<file path="src/rtl/pss_search_ctrl.sv">
// -----------------------------------------------------------------------------
// pss_search_ctrl
//
// Moves the PSS detector between initial search and periodic tracking. It sits
// between the PSS detector and frame sync. The first detector peak latches
// N_id_2. One SSB period later the same N_id_2 must be seen again inside a
// window before lock is declared. Once locked, only peaks that fall inside a
// window around the expected position are accepted. Lock is dropped after
// MAX_MISSES consecutive windows close without a matching peak.
//
// Ports
//   clk_i                in   clock
//   reset_ni             in   asynchronous active-low reset
//   enable_i             in   run enable; low forces IDLE synchronously
//   s_axis_in_tvalid     in   decimated sample strobe; advances the sample counter
//   N_id_2_valid_i       in   detector peak pulse (1 cycle)
//   N_id_2_i             in   N_id_2 of the peak, valid with N_id_2_valid_i
//   PSS_detector_mode_o  out  0 = search all N_id_2, 1 = track requested only
//   requested_N_id_2_o   out  latched N_id_2
//   window_open_o        out  a peak presented this cycle is inside the window
//   lock_o               out  high while tracking
//   sync_lost_o          out  1-cycle pulse when tracking gives up
//   miss_count_o         out  consecutive missed windows while tracking
//   timing_err_o         out  (PSS_TIMING_ERR_EN only) cnt - SSB_PERIOD of last hit
//   timing_err_valid_o   out  (PSS_TIMING_ERR_EN only) 1-cycle pulse per hit
//
// Configuration macro: PSS_TIMING_ERR_EN adds the timing error outputs.
// All outputs are registered.
// -----------------------------------------------------------------------------
module pss_search_ctrl #(
    parameter int SSB_PERIOD  = 19200,
    parameter int WINDOW_HALF = 8,
    parameter int MAX_MISSES  = 3
) (
    input  logic                                        clk_i,
    input  logic                                        reset_ni,
    input  logic                                        enable_i,
    input  logic                                        s_axis_in_tvalid,
    input  logic                                        N_id_2_valid_i,
    input  logic [1:0]                                  N_id_2_i,
    output logic                                        PSS_detector_mode_o,
    output logic [1:0]                                  requested_N_id_2_o,
    output logic                                        window_open_o,
    output logic                                        lock_o,
    output logic                                        sync_lost_o,
    output logic [$clog2(MAX_MISSES+1)-1:0]             miss_count_o
`ifdef PSS_TIMING_ERR_EN
    ,
    output logic signed [$clog2(SSB_PERIOD+WINDOW_HALF+2):0] timing_err_o,
    output logic                                        timing_err_valid_o
`endif
);

    localparam int CNT_W  = $clog2(SSB_PERIOD + WINDOW_HALF + 2);
    localparam int MISS_W = $clog2(MAX_MISSES + 1);

    localparam logic [CNT_W-1:0]  WIN_LO   = CNT_W'(SSB_PERIOD - WINDOW_HALF);
    localparam logic [CNT_W-1:0]  WIN_HI   = CNT_W'(SSB_PERIOD + WINDOW_HALF);
    // One sample past the close position, expressed relative to the nominal peak.
    localparam logic [CNT_W-1:0]  REBASE   = CNT_W'(WINDOW_HALF + 1);
    localparam logic [CNT_W-1:0]  CNT_ZERO = {CNT_W{1'b0}};
    localparam logic [CNT_W-1:0]  CNT_ONE  = CNT_W'(1);
    localparam logic [CNT_W-1:0]  CNT_SAT  = {CNT_W{1'b1}};
    localparam logic [MISS_W-1:0] MISS_ZERO = {MISS_W{1'b0}};
    localparam logic [MISS_W-1:0] MISS_ONE  = MISS_W'(1);
    localparam logic [MISS_W-1:0] MISS_MAX  = MISS_W'(MAX_MISSES);

    typedef enum logic [1:0] {
        ST_IDLE    = 2'd0,
        ST_SEARCH  = 2'd1,
        ST_CONFIRM = 2'd2,
        ST_TRACK   = 2'd3
    } state_t;

    state_t              state_r, state_s;
    logic [CNT_W-1:0]    cnt_r, cnt_s;
    logic [1:0]          req_r, req_s;
    logic [MISS_W-1:0]   miss_r, miss_s;
    logic                mode_r, mode_s;
    logic                win_r, win_s;
    logic                lock_r, lock_s;
    logic                lost_r, lost_s;

    logic [CNT_W-1:0]    cnt_inc_s;
    logic [MISS_W-1:0]   miss_inc_s;
    logic                in_win_s;
    logic                win_close_s;
    logic                hit_s;
    logic                track_hit_s;

    // Helper: is a counter value inside the acceptance window.
    function automatic logic in_window(input logic [CNT_W-1:0] c);
        in_window = (c >= WIN_LO) && (c <= WIN_HI);
    endfunction

    // Window qualification terms shared by CONFIRM and TRACK.
    always_comb begin
        cnt_inc_s   = cnt_r + CNT_ONE;
        miss_inc_s  = miss_r + MISS_ONE;
        in_win_s    = in_window(cnt_r);
        // Close is the last in-window sample being consumed.
        win_close_s = s_axis_in_tvalid && (cnt_r == WIN_HI);
        hit_s       = N_id_2_valid_i && in_win_s && (N_id_2_i == req_r);
    end

    // Next-state, counter and bookkeeping decisions.
    always_comb begin
        state_s     = state_r;
        cnt_s       = cnt_r;
        req_s       = req_r;
        miss_s      = miss_r;
        lost_s      = 1'b0;
        track_hit_s = 1'b0;
        if (!enable_i) begin
            state_s = ST_IDLE;
            cnt_s   = CNT_ZERO;
            req_s   = 2'd0;
            miss_s  = MISS_ZERO;
        end else begin
            case (state_r)
                ST_IDLE: begin
                    state_s = ST_SEARCH;
                    cnt_s   = CNT_ZERO;
                end
                ST_SEARCH: begin
                    if (N_id_2_valid_i) begin
                        state_s = ST_CONFIRM;
                        req_s   = N_id_2_i;
                        cnt_s   = CNT_ZERO;
                    end else if (s_axis_in_tvalid && (cnt_r != CNT_SAT)) begin
                        cnt_s = cnt_inc_s;
                    end else begin
                        cnt_s = cnt_r;
                    end
                end
                ST_CONFIRM: begin
                    if (hit_s) begin
                        state_s = ST_TRACK;
                        cnt_s   = CNT_ZERO;
                    end else if (win_close_s) begin
                        state_s = ST_SEARCH;
                        req_s   = 2'd0;
                        cnt_s   = cnt_inc_s;
                    end else if (s_axis_in_tvalid) begin
                        cnt_s = cnt_inc_s;
                    end else begin
                        cnt_s = cnt_r;
                    end
                end
                ST_TRACK: begin
                    if (hit_s) begin
                        cnt_s       = CNT_ZERO;
                        miss_s      = MISS_ZERO;
                        track_hit_s = 1'b1;
                    end else if (win_close_s) begin
                        if (miss_inc_s == MISS_MAX) begin
                            state_s = ST_SEARCH;
                            lost_s  = 1'b1;
                            miss_s  = MISS_ZERO;
                            req_s   = 2'd0;
                            cnt_s   = cnt_inc_s;
                        end else begin
                            miss_s = miss_inc_s;
                            cnt_s  = REBASE;
                        end
                    end else if (s_axis_in_tvalid) begin
                        cnt_s = cnt_inc_s;
                    end else begin
                        cnt_s = cnt_r;
                    end
                end
                default: begin
                    state_s = ST_IDLE;
                    cnt_s   = CNT_ZERO;
                    req_s   = 2'd0;
                    miss_s  = MISS_ZERO;
                end
            endcase
        end
    end

    // Output values derived from the next state so they appear registered.
    always_comb begin
        mode_s = (state_s == ST_CONFIRM) || (state_s == ST_TRACK);
        lock_s = (state_s == ST_TRACK);
        if (mode_s) begin
            win_s = in_window(cnt_s);
        end else begin
            win_s = 1'b0;
        end
    end

    // State, counter and output registers.
    always_ff @(posedge clk_i or negedge reset_ni) begin
        if (!reset_ni) begin
            state_r <= ST_IDLE;
            cnt_r   <= CNT_ZERO;
            req_r   <= 2'd0;
            miss_r  <= MISS_ZERO;
            mode_r  <= 1'b0;
            win_r   <= 1'b0;
            lock_r  <= 1'b0;
            lost_r  <= 1'b0;
        end else begin
            state_r <= state_s;
            cnt_r   <= cnt_s;
            req_r   <= req_s;
            miss_r  <= miss_s;
            mode_r  <= mode_s;
            win_r   <= win_s;
            lock_r  <= lock_s;
            lost_r  <= lost_s;
        end
    end

    assign PSS_detector_mode_o = mode_r;
    assign requested_N_id_2_o  = req_r;
    assign window_open_o       = win_r;
    assign lock_o              = lock_r;
    assign sync_lost_o         = lost_r;
    assign miss_count_o        = miss_r;

`ifdef PSS_TIMING_ERR_EN
    localparam logic signed [CNT_W:0] SSB_S = (CNT_W+1)'(SSB_PERIOD);

    logic signed [CNT_W:0] terr_r;
    logic                  terr_vld_r;
    logic signed [CNT_W:0] terr_s;

    // Signed offset of the accepted peak from the nominal position.
    always_comb begin
        terr_s = $signed({1'b0, cnt_r}) - SSB_S;
    end

    // Timing error capture on each accepted tracking peak.
    always_ff @(posedge clk_i or negedge reset_ni) begin
        if (!reset_ni) begin
            terr_r     <= '0;
            terr_vld_r <= 1'b0;
        end else if (!enable_i) begin
            terr_r     <= '0;
            terr_vld_r <= 1'b0;
        end else if (track_hit_s) begin
            terr_r     <= terr_s;
            terr_vld_r <= 1'b1;
        end else begin
            terr_vld_r <= 1'b0;
        end
    end

    assign timing_err_o       = terr_r;
    assign timing_err_valid_o = terr_vld_r;
`endif

endmodule

</file>
<file path="config.mk">
export PLATFORM = sky130hd
export DESIGN_NAME = pss_search_ctrl
export DESIGN_NICKNAME = d
export VERILOG_FILES = /design/src/rtl/pss_search_ctrl.sv
export SDC_FILE = /design/constraint.sdc
export NUM_CORES = 1
export LEC_CHECK = 0
export CORE_MARGIN = 2
export CORE_UTILIZATION = 58
export CTS_CLUSTER_DIAMETER = 60
export CTS_CLUSTER_SIZE = 25
export DETAILED_ROUTE_END_ITERATION = 10
export PLACE_DENSITY = 0.82
export RECOVER_POWER = 25
export SYNTH_ARGS = -nofsm -noshare
export SYNTH_HDL_FRONTEND = slang
export SYNTH_SLANG_ARGS = --single-unit
</file>
<file path="constraint.sdc">
create_clock -name clk_i -period 3.63 [get_ports clk_i]
set_input_delay 1.089 -clock clk_i [delete_from_list [all_inputs] [get_ports clk_i]]
set_output_delay 1.089 -clock clk_i [all_outputs]
set_load 0.02 [all_outputs]
</file>
==> report_table.html <==
<table>
<tr><th>Metric</th><th>Value</th></tr>
<tr><th colspan="2">Worst setup path</th></tr>
<tr><td>Cell family contributing the most delay on the critical path</td><td>compound AO/OA/AOI/OAI gates</td></tr>
<tr><td>WP buf/inv</td><td>1</td></tr>
<tr><td>Worst R2R End</td><td>window_open_o</td></tr>
<tr><td>Cell type of the slowest stage on the worst timing path</td><td>sky130_fd_sc_hd__clkdlybuf4s50_1</td></tr>
<tr><td>Startpoint class of the critical path</td><td>input port</td></tr>
<tr><td>Maximum fanout along the worst path</td><td>5</td></tr>
<tr><td>Worst EP required</td><td>3910 ps</td></tr>
<tr><td>Flop-to-flop setup slack</td><td>580 ps</td></tr>
<tr><td>Critical path arrival</td><td>3590 ps</td></tr>
<tr><td>Sequence of cells on the critical path</td><td>clkdlybuf4s50_1 &gt; nand2_1 &gt; nor3_1 &gt; a41o_1 &gt; or3b_2 &gt; a2111oi_2 &gt; o2111a_1 &gt; o31a_1</td></tr>
<tr><td>Worst R2R Start</td><td>cnt_r[2]</td></tr>
<tr><td>Start-to-end type of the worst setup path</td><td>input port to flop</td></tr>
<tr><td>Worst Reg-to-Reg Cells</td><td>8</td></tr>
<tr><td>Largest incremental delay on the critical path</td><td>530 ps</td></tr>
<tr><td>Element type at the critical path end</td><td>flop</td></tr>
<tr><th colspan="2">Global route</th></tr>
<tr><td>Maximum number of pins on one net before global-route repair</td><td>26</td></tr>
<tr><td>Global Route met1 Usage</td><td>47.6%</td></tr>
<tr><td>Global-route congestion overflow total</td><td>0</td></tr>
<tr><td>Number of antenna violations at the first check in global routing</td><td>0</td></tr>
<tr><td>Highest-utilization routing layer at the global route stage</td><td>met2</td></tr>
<tr><td>First-pass GRT wire length</td><td>8.80 mm</td></tr>
<tr><td>Vias in the first global route</td><td>1806</td></tr>
<tr><td>Total global routing track utilization</td><td>32.3%</td></tr>
<tr><td>Met2 track demand over resource in global routing</td><td>48.4%</td></tr>
<tr><td>Met3 track demand over resource in global routing</td><td>3.62%</td></tr>
<tr><th colspan="2">Hold path</th></tr>
<tr><td>Type of the tightest min-delay check</td><td>flop to flop</td></tr>
<tr><td>Hold_sp</td><td>requested_N_id_2_o[0]</td></tr>
<tr><td>Endpoint of the worst hold-timing path</td><td>requested_N_id_2_o[0]</td></tr>
<tr><td>Hold path cells</td><td>2</td></tr>
<tr><th colspan="2">Clock network</th></tr>
<tr><td>CTS Buf Count</td><td>3</td></tr>
<tr><td>Worst-case clock buffer depth</td><td>2</td></tr>
<tr><td>Clk Latency, worst-skew pair</td><td>330 ps</td></tr>
<tr><td>Clock tree from TritonCTS</td><td>done</td></tr>
<tr><td>Deepest level of the CTS H-tree</td><td>1</td></tr>
<tr><td>Sink count of the clock tree</td><td>25</td></tr>
<tr><td>Gates resized, CTS repair</td><td>0</td></tr>
<tr><td>Postcts setup bufs</td><td>0</td></tr>
<tr><td>Register clock-pin slew on the reported worst setup and hold paths</td><td>140 ps</td></tr>
<tr><td>Cts hold-fix bufs</td><td>0</td></tr>
<tr><td>Master cell of the clock root buffer</td><td>sky130_fd_sc_hd__clkbuf_4</td></tr>
<tr><th colspan="2">Synth</th></tr>
<tr><td>FFs w/ async S/R, synth</td><td>100%</td></tr>
<tr><td>Number of warnings reported in the yosys synthesis log</td><td>0</td></tr>
<tr><td>Dominant register cell in the synthesized netlist</td><td>sky130_fd_sc_hd__dfrtp_1</td></tr>
<tr><td>Avg Synthesized Cell Area</td><td>8.64 sq um</td></tr>
<tr><td>Number of enable flip-flop cells after synthesis</td><td>0</td></tr>
<tr><td>Synth Register Bits</td><td>25</td></tr>
<tr><td>Synthesized netlist cell count</td><td>215</td></tr>
<tr><td>Post-synthesis cell area</td><td>0.00186 sq mm</td></tr>
<tr><td>Post-synth net total</td><td>224</td></tr>
<tr><td>Cell variety after synth</td><td>56</td></tr>
<tr><td>Seq/Total Area, Yosys</td><td>33.7%</td></tr>
<tr><th colspan="2">Detailed routing</th></tr>
<tr><td>Vias after detailed routing</td><td>1914</td></tr>
<tr><td>Avg WL per Cell</td><td>18.3 um</td></tr>
<tr><td>Pre-Repair DR Iteration Count</td><td>7</td></tr>
<tr><td>WL final</td><td>5.29 mm</td></tr>
<tr><td>First DRT Iteration DRCs</td><td>204</td></tr>
<tr><td>Average via count per standard cell</td><td>6.62</td></tr>
<tr><td>Antenna Nets Post-Route</td><td>0</td></tr>
<tr><td>DR DRC count</td><td>0</td></tr>
<tr><th colspan="2">Timing</th></tr>
<tr><td>Total negative slack</td><td>0 ps</td></tr>
<tr><td>Top achievable clock speed</td><td>302 MHz</td></tr>
<tr><td>Setup repair after global routing missed its margin</td><td>false</td></tr>
<tr><td>Skew final</td><td>13.1 ps</td></tr>
<tr><td>Tightest Pin Transition</td><td>1390 ps</td></tr>
<tr><td>Post-route fraction of the period consumed by the critical path</td><td>91.1%</td></tr>
<tr><td>Post-layout min period</td><td>3310 ps</td></tr>
<tr><td>Slew HR</td><td>7.45%</td></tr>
<tr><td>Setup violation total in the final timing report</td><td>0</td></tr>
<tr><td>Slew Viols, Final</td><td>0</td></tr>
<tr><td>Count of final hold-check violations</td><td>0</td></tr>
<tr><th colspan="2">Die</th></tr>
<tr><td>Die Span Y</td><td>60.6 um</td></tr>
<tr><td>Horiz. Die Dim</td><td>60.6 um</td></tr>
<tr><td>Total number of placement rows</td><td>20</td></tr>
<tr><td>Starting Density</td><td>60.8%</td></tr>
<tr><td>Floorplan Core Area</td><td>0.00305 sq mm</td></tr>
<tr><td>I/O pins</td><td>15</td></tr>
<tr><td>Die area</td><td>0.00367 sq mm</td></tr>
<tr><th colspan="2">Cells and area</th></tr>
<tr><td>Multi-input logic area</td><td>0.00117 sq mm</td></tr>
<tr><td>Total inserted antenna cells</td><td>0</td></tr>
<tr><td>Most frequent cells in the layout</td><td>sky130_fd_sc_hd__dfrtp_1 (25), sky130_fd_sc_hd__nand2_1 (19), sky130_fd_sc_hd__a21oi_1 (19)</td></tr>
<tr><td>Final non-filler cell total</td><td>289</td></tr>
<tr><td>Most common cell after layout, fill and taps aside</td><td>sky130_fd_sc_hd__dfrtp_1</td></tr>
<tr><td>Relative area change from synthesis to final layout</td><td>17.7%</td></tr>
<tr><td>Fraction of final layout cells sized beyond drive strength 1</td><td>15.5%</td></tr>
<tr><td>Footprint of the flip-flops and latches</td><td>626 sq um</td></tr>
<tr><td>Post-layout nets</td><td>255</td></tr>
<tr><td>Fill cell instance count of the final layout</td><td>266</td></tr>
<tr><th colspan="2">Placed design</th></tr>
<tr><td>I/O Buffers</td><td>14</td></tr>
<tr><td>Cell total after placement</td><td>285</td></tr>
<tr><td>GP Congestion</td><td>0.962</td></tr>
<tr><td>Detailed placer's ending HPWL</td><td>4.15 mm</td></tr>
<tr><th colspan="2">Power</th></tr>
<tr><td>Sum of internal, switching and leakage power</td><td>0.540 mW</td></tr>
<tr><td>Leakage component of the power</td><td>0.916 nW</td></tr>
<tr><td>Ratio of total power to cell area</td><td>247 mW/mm^2</td></tr>
<tr><td>Worst voltage drop across the vdd grid</td><td>0.221 mV</td></tr>
<tr><th colspan="2">Run</th></tr>
<tr><td>Max capacitance violation total</td><td>0</td></tr>
<tr><th colspan="2">Status</th></tr>
<tr><td>Run status</td><td>completed</td></tr>
</table>
## how the worst max path moves through the flow
stage / start / end / slack, ps / cells past startpoint
global placement: s_axis_in_tvalid / window_open_o / 80 / 9
CTS: s_axis_in_tvalid / window_open_o / 380 / 8
floorplan: s_axis_in_tvalid / window_open_o / 540 / 8
detailed placement: s_axis_in_tvalid / window_open_o / 30 / 8
global route: s_axis_in_tvalid / window_open_o / 170 / 9
finish: s_axis_in_tvalid / window_open_o / 320 / 8
## metrics by stage
step	worst slack (ps)	instance area, sq um	hold slack, ps	util (%)
floorplan	539	1860	571	-
global placement	84.5	2160	559	70.9
detailed placement	34.2	2160	577	70.9
CTS	375	2190	606	71.7
global route	170	2190	652	71.6
finish	322	2190	598	71.6
## cells in the mapped netlist, types with 6 or more instances
| master | instances | share of area, % |
|---|---|---|
| sky130_fd_sc_hd__dfrtp_1 | 25 | 34 |
| sky130_fd_sc_hd__a21oi_1 | 19 | 5.1 |
| sky130_fd_sc_hd__nand2_1 | 19 | 3.8 |
| sky130_fd_sc_hd__and3_1 | 12 | 4.0 |
| sky130_fd_sc_hd__nor2_1 | 12 | 2.4 |
| sky130_fd_sc_hd__inv_1 | 9 | 1.8 |
| sky130_fd_sc_hd__nand3_1 | 9 | 2.4 |
| sky130_fd_sc_hd__nand4_1 | 8 | 2.7 |
| sky130_fd_sc_hd__and4_1 | 6 | 2.8 |
| sky130_fd_sc_hd__nor3_1 | 6 | 1.6 |
## cell type report
cell class | count | share of cell area (%)
Tap cell | 44 | 2.52
Inverter | 9 | 1.55
Timing Repair Buffer | 33 | 12.8
Clock buffer | 4 | 1.20
Sequential cell | 25 | 28.6
Multi-Input combinational cell | 174 | 53.3
## where the power goes
| group | switching [mW] | leakage [nW] | internal, mW |
|---|---|---|---|
| sequential | 0.0151 | 0.345 | 0.288 |
| combinational | 0.0616 | 0.556 | 0.0470 |
| clock | 0.0850 | 0.0150 | 0.0431 |
| total | 0.162 | 0.916 | 0.379 |
## registers in the layout, indices dropped and copies added, names as in the netlist
signal               cells
cnt_r                   15
miss_count_o             2
requested_N_id_2_o       2
state_r                  2
PSS_detector_mode_o      1
lock_o                   1
sync_lost_o              1
window_open_o            1
## logic make-up (layout without fill, tap and decap cells)
| logic type | after synthesis | count (layout) | synth area share, % |
|---|---|---|---|
| simple gates | 109 | 109 | 34.7 |
| compound gates | 60 | 60 | 25.3 |
| flops | 25 | 25 | 33.7 |
| buf+inv | 16 | 46 | 3.50 |
| xor+xnor | 3 | 3 | 1.42 |
| fa+ha+maj | 2 | 2 | 1.35 |
## metal layers
| layer | wire length [um] | vias to the layer above |
|---|---|---|
| met5 | 0 | - |
| met4 | 103 | 0 |
| met3 | 522 | 10 |
| met2 | 2430 | 119 |
| met1 | 2240 | 898 |
| li1 | - | 887 |
## worst min-delay path, stage by stage, from the launching register on
cell	delay (ps)
sky130_fd_sc_hd__dfrtp_1	400
sky130_fd_sc_hd__a21oi_1	70
sky130_fd_sc_hd__nor2b_1	100
Note: power is estimated with default switching activity, not from simulation.
==> RTL change 1: new RTL, config.mk and constraints unchanged <==
The 4 states of `state_t` get a one-hot encoding in 4 bits.
--- a/src/rtl/pss_search_ctrl.sv
+++ b/src/rtl/pss_search_ctrl.sv
@@ -66,9 +66,9 @@
     localparam logic [MISS_W-1:0] MISS_MAX  = MISS_W'(MAX_MISSES);
 
-    typedef enum logic [1:0] {
-        ST_IDLE    = 2'd0,
-        ST_SEARCH  = 2'd1,
-        ST_CONFIRM = 2'd2,
-        ST_TRACK   = 2'd3
+    typedef enum logic [3:0] {
+        ST_IDLE    = 4'b0001,
+        ST_SEARCH  = 4'b0010,
+        ST_CONFIRM = 4'b0100,
+        ST_TRACK   = 4'b1000
     } state_t;
 
Behaviour: same outputs for any inputs over 10 cycles, from zero or initial values and one cycle with reset_ni low; not proved beyond that.
==> RTL change 1 against the original RTL <==
Cell area up 8.9%. Area after synthesis rose by 10%. Count of clock-buffer cells in the layout did not move. Total power increased by 7.7%. Setup slack lost 0.044 ns. Wire length decreased by 3.0%. Non-clock buffer count is 8 higher. Sequential cell count increased by 2. Critical path type unchanged.
==> RTL change 1: results (changes against the original RTL) <==
post-synthesis cell type count: 63 (+13%)
All-Layer GR Usage: 27.5% (-4.8 points)
largest net degree at the start of global routing: 19 (-27%)
number of global-route vias before repair: 1840 (+1.9%)
register area share after synthesis: 33.1% (-0.58 points)
hpwl dp: 4070 um (-2.1%)
fraction of the mapped netlist area in compound gates: 24.3% (-1.0 points)
WHS Endpoint: requested_N_id_2_o[1]
FF-to-FF Start: cnt_r[8]
post-synthesis adder-cell area fraction: 1.22% (-0.12 points)
xor/xnor cell area share of the yosys netlist: 2.57% (+1.2 points)
fraction of layout cells with a size suffix above 1: 19.0% (+3.5 points)
cell count after synthesis: 240 (+12%)
HP Start: requested_N_id_2_o[1]
comb pwr: 127 uW (+17%)
WL final: 5130 um (-3.0%)
clock network power share: 22.5% (-1.2 points)
Clock Skew: 0.00717 ns (-0.00592 ns)
crit path DAT: 3.64 ns (+0.05 ns)
Sw Share: 29.9% (about the same)
FF-to-FF path depth: 10 (+2)
Vias/cell: 6.39 (-3.4%)
syn_nets: 249 (+11%)
vias: 2040 (+6.6%)
Worst IR Drop VDD: 0.000125 V (-44%)
Leakage: 0.000951 uW (+3.9%)
dominant cells by area after synthesis: dfrtp_1, nor2_1, nand2_1, a21oi_1, nand3_1
commonest cells in the netlist: nor2_1, dfrtp_1, nand2_1
Max Slew Vio Count: 0 (unchanged)
fin nets: 283 (+11%)
placed insts: 315 (+11%)
Worst-Margin Slew: 0.766 ns (-0.623 ns)
TritonRoute pass-1 iters: 7 (unchanged)
global-route wire length before repair: 8730 um (-0.78%)
Detailed Route Iter0 Violations: 166 (-19%)
top fanout value on the critical path: 4 (-1)
GP Congestion: 0.967 (+0.49%)
status: complete, no violations
Worst path slowest cell: clkdlybuf4s50_1
Critical Path Max Stage Delay: 0.47 ns (-0.06 ns)
-- RTL change 1: cell count changes in the layout (fill, tap and decap cells not counted), moves of 4 or more --
cell,delta
and3_1,-7
o21ai_0,+4
buf_4,+9
inv_1,-5
nor2_1,+17
a41oi_1,+4
nand2_1,+6
-- RTL change 1: worst max path at each step --
stage                                start             to  slack (ns)
after floorplan             N_id_2_valid_i  window_open_o        0.51
after global placement    s_axis_in_tvalid  window_open_o        0.04
after detailed placement  s_axis_in_tvalid  window_open_o       -0.06
after CTS                 s_axis_in_tvalid  window_open_o        0.28
after global routing      s_axis_in_tvalid  window_open_o        0.12
final                     s_axis_in_tvalid  window_open_o        0.28
-- RTL change 1: final cells by class --
cell class                 count  area, um2
multi-input combinational    196       1260
fill                         276        982
sequential                    27        677
timing repair buffer          41        343
tap                           46       57.6
clock buffer                   4       26.3
inverter                       5       18.8
-- RTL change 1: routing by layer --
metal	global-route usage [%]	vias up	wire length (um)
met5	0	-	0
met4	10.9	0	116
met3	2.68	14	401
met2	41.2	92	2360
met1	40.7	968	2260
li1	-	966	-
-- RTL change 1: through the flow --
step                worst slack (ns)  power [uW]  hold WS [ns]  area (um2)
floorplan                      0.508         404         0.558        2040
global placement              0.0385         453         0.561        2350
detailed placement           -0.0608         456         0.574        2350
CTS                            0.282         584         0.595        2380
global route                   0.124         618         0.615        2380
finish                         0.278         582         0.590        2380
-- RTL change 1: worst max-delay path, delay by kind of cell --
| family | cells | cell delay, ns |
|---|---|---|
| buffers and inverters | 2 | 0.65 |
| and+or+nand+nor | 4 | 0.88 |
| AOI/OAI and AO/OA | 5 | 1.01 |
==> RTL change 2: new RTL, config.mk and constraints unchanged <==
Without the edit above. The option `PSS_TIMING_ERR_EN` is turned on by a define.
--- a/src/rtl/pss_search_ctrl.sv
+++ b/src/rtl/pss_search_ctrl.sv
@@ -28,4 +28,6 @@
 // All outputs are registered.
 // -----------------------------------------------------------------------------
+`define PSS_TIMING_ERR_EN
+
 module pss_search_ctrl #(
     parameter int SSB_PERIOD  = 19200,
Formal check against the unedited RTL (old outputs only; new: timing_err_o and timing_err_valid_o): equivalent (equiv_simple and equiv_induct, registers matched by name and starting in step).
==> RTL change 2 against the original RTL <==
The run now ends with max-capacitance violations, max-slew violations left. Setup slack worse by 0.10 ns. Total power grew 60%. Area after synthesis rose by 38%. Register-to-register slack got worse by 0.32 ns. Cell area increased by 43%. Sequential cell count grew 17. Wire length rose by 30%. Critical endpoint unchanged. Die area increased by 36%. Synthesized cell count increased by 33%.
==> RTL change 2: results (changes against the original RTL) <==
commonest cells in the netlist: dfrtp_1, nand2_1, clkbuf_1, nand3_1, inv_1
failing checks: max-capacitance violations, max-slew violations
Reg clk slew, reported paths: 0.08 ns (-0.06 ns)
TritonRoute pass-1 iters: 6 (-1)
global-route wire length before repair: 11600 um (+32%)
Leakage: 0.00134 uW (+46%)
syn_nets: 296 (+32%)
drt wl/cell: 18.2 um (-0.80%)
Syn. warnings: 0 (unchanged)
Worst-Skew Late Latency: 0.30 ns (-0.03 ns)
ys async rst share: 100% (unchanged)
ys flop type: dfrtp_1
flip-flop count of the largest register after layout: 16 (+1)
largest net degree at the start of global routing: 43 (+65%)
Ant. Diodes: 0 (unchanged)
# resized after CTS: 0 (unchanged)
Fillers: 359 (+35%)
All-Layer GR Usage: 29.6% (-2.6 points)
Vias/cell: 6.36 (-4.0%)
top fanout value on the critical path: 6 (+1)
crit path DAT: 3.63 ns (+0.04 ns)
Worst IR Drop VDD: 0.000232 V (+5.1%)
post-synthesis cell type count: 56 (unchanged)
status: finished with violations
fin nets: 338 (+33%)
register area share after synthesis: 40.9% (+7.2 points)
max-cap violations: 1 (+1)
Rel. slew slack: -50.2% (-58 points)
clk buf depth: 2 (unchanged)
dominant cells by area after synthesis: dfrtp_1, nand2_1, and4_1, nand3_1, and2_1
initial antenna violation count: 0 (unchanged)
Detailed Route Iter0 Violations: 244 (+20%)
Clock Skew: 0.00788 ns (-0.00521 ns)
CTS Buf Count: 5 (+2)
GP Congestion: 1.05 (+9.2%)
Worst Hold Class: register to register
port bufs: 31 (+17)
fraction of layout cells with a size suffix above 1: 12.8% (-2.7 points)
Max Slew Vio Count: 43 (+43)
Root Driver: clkbuf_8
setup violators final: 0 (unchanged)
H-tree depth: 2 (+1)
hpwl dp: 5020 um (+21%)
postcts setup bufs: 0 (unchanged)
[RTL change 2: cells by family (layout without fill, tap and decap cells)]
family          count (synthesis)  in the layout  synth area share (%)
simple gates                  123            123                  27.2
compound gates                 76             76                  21.7
flops                          42             42                  40.9
buf+inv                        30             73                  4.77
xor+xnor                        8              8                  2.73
fa+ha+maj                       4              4                  1.95
mux                             2              2                 0.827
[RTL change 2: power breakdown]
group	internal [uW]	total, uW	leakage (uW)	switching, uW
Combinational	29.5	70.8	0.000705	41.3
Sequential	471	477	0.000584	6.30
Clock	154	316	0.0000482	162
Total	654	864	0.00134	210
[RTL change 2: layer usage]
metal | track usage, % | vias to the layer above | routed length [um]
met3 | 5.56 | 25 | 566
met1 | 41.6 | 1134 | 3020
met5 | 0 | - | 0
met4 | 13.4 | 0 | 217
met2 | 45.2 | 130 | 3100
li1 | - | 1126 | -
[RTL change 2: stage by stage]
| step | area, um2 | worst slack, ns | power, uW | std cells |
|---|---|---|---|---|
| final | 3120 | 0.221 | 864 | 380 |
| after global placement | 3030 | 0.0556 | 556 | 372 |
| after global routing | 3120 | 0.0939 | 897 | 380 |
| after CTS | 3120 | 0.306 | 873 | 380 |
| after detailed placement | 3030 | 0.0157 | 556 | 372 |
| after floorplan | 2570 | 0.585 | 519 | 285 |
[RTL change 2: critical path, stage by stage]
cell and delay [ns]:
clkdlybuf4s50_1 0.49, nor3b_1 0.50, nand2_1 0.20, a221oi_2 0.46, nand2_1 0.11, o41ai_1 0.37
a21o_1 0.18, a21boi_1 0.07, a211oi_2 0.14
[RTL change 2: final timing paths]
| path | slack, ns | cells past startpoint | startpoint | to |
|---|---|---|---|---|
| worst min register to register | 0.49 | 1 | timing_err_o[15] | timing_err_o[15] |
| worst min-delay path | 0.49 | 1 | timing_err_o[15] | timing_err_o[15] |
| min in group asynchronous | 1.46 | 1 | reset_ni | timing_err_o[11] |
| worst max register to register | 0.26 | 11 | cnt_r[7] | window_open_o |
| max in group asynchronous | 0.90 | 1 | reset_ni | window_open_o |
| worst max-delay path | 0.22 | 9 | N_id_2_valid_i | window_open_o |
[RTL change 2: cell type report]
type                            instances  share of cell area, %
Multi-Input combinational cell        213                   44.9
Tap cell                               52                   2.09
Timing Repair Buffer                   52                   14.8
Clock inverter                          1                  0.161
Inverter                               13                   1.57
Clock buffer                            7                   2.77
Sequential cell                        42                   33.7
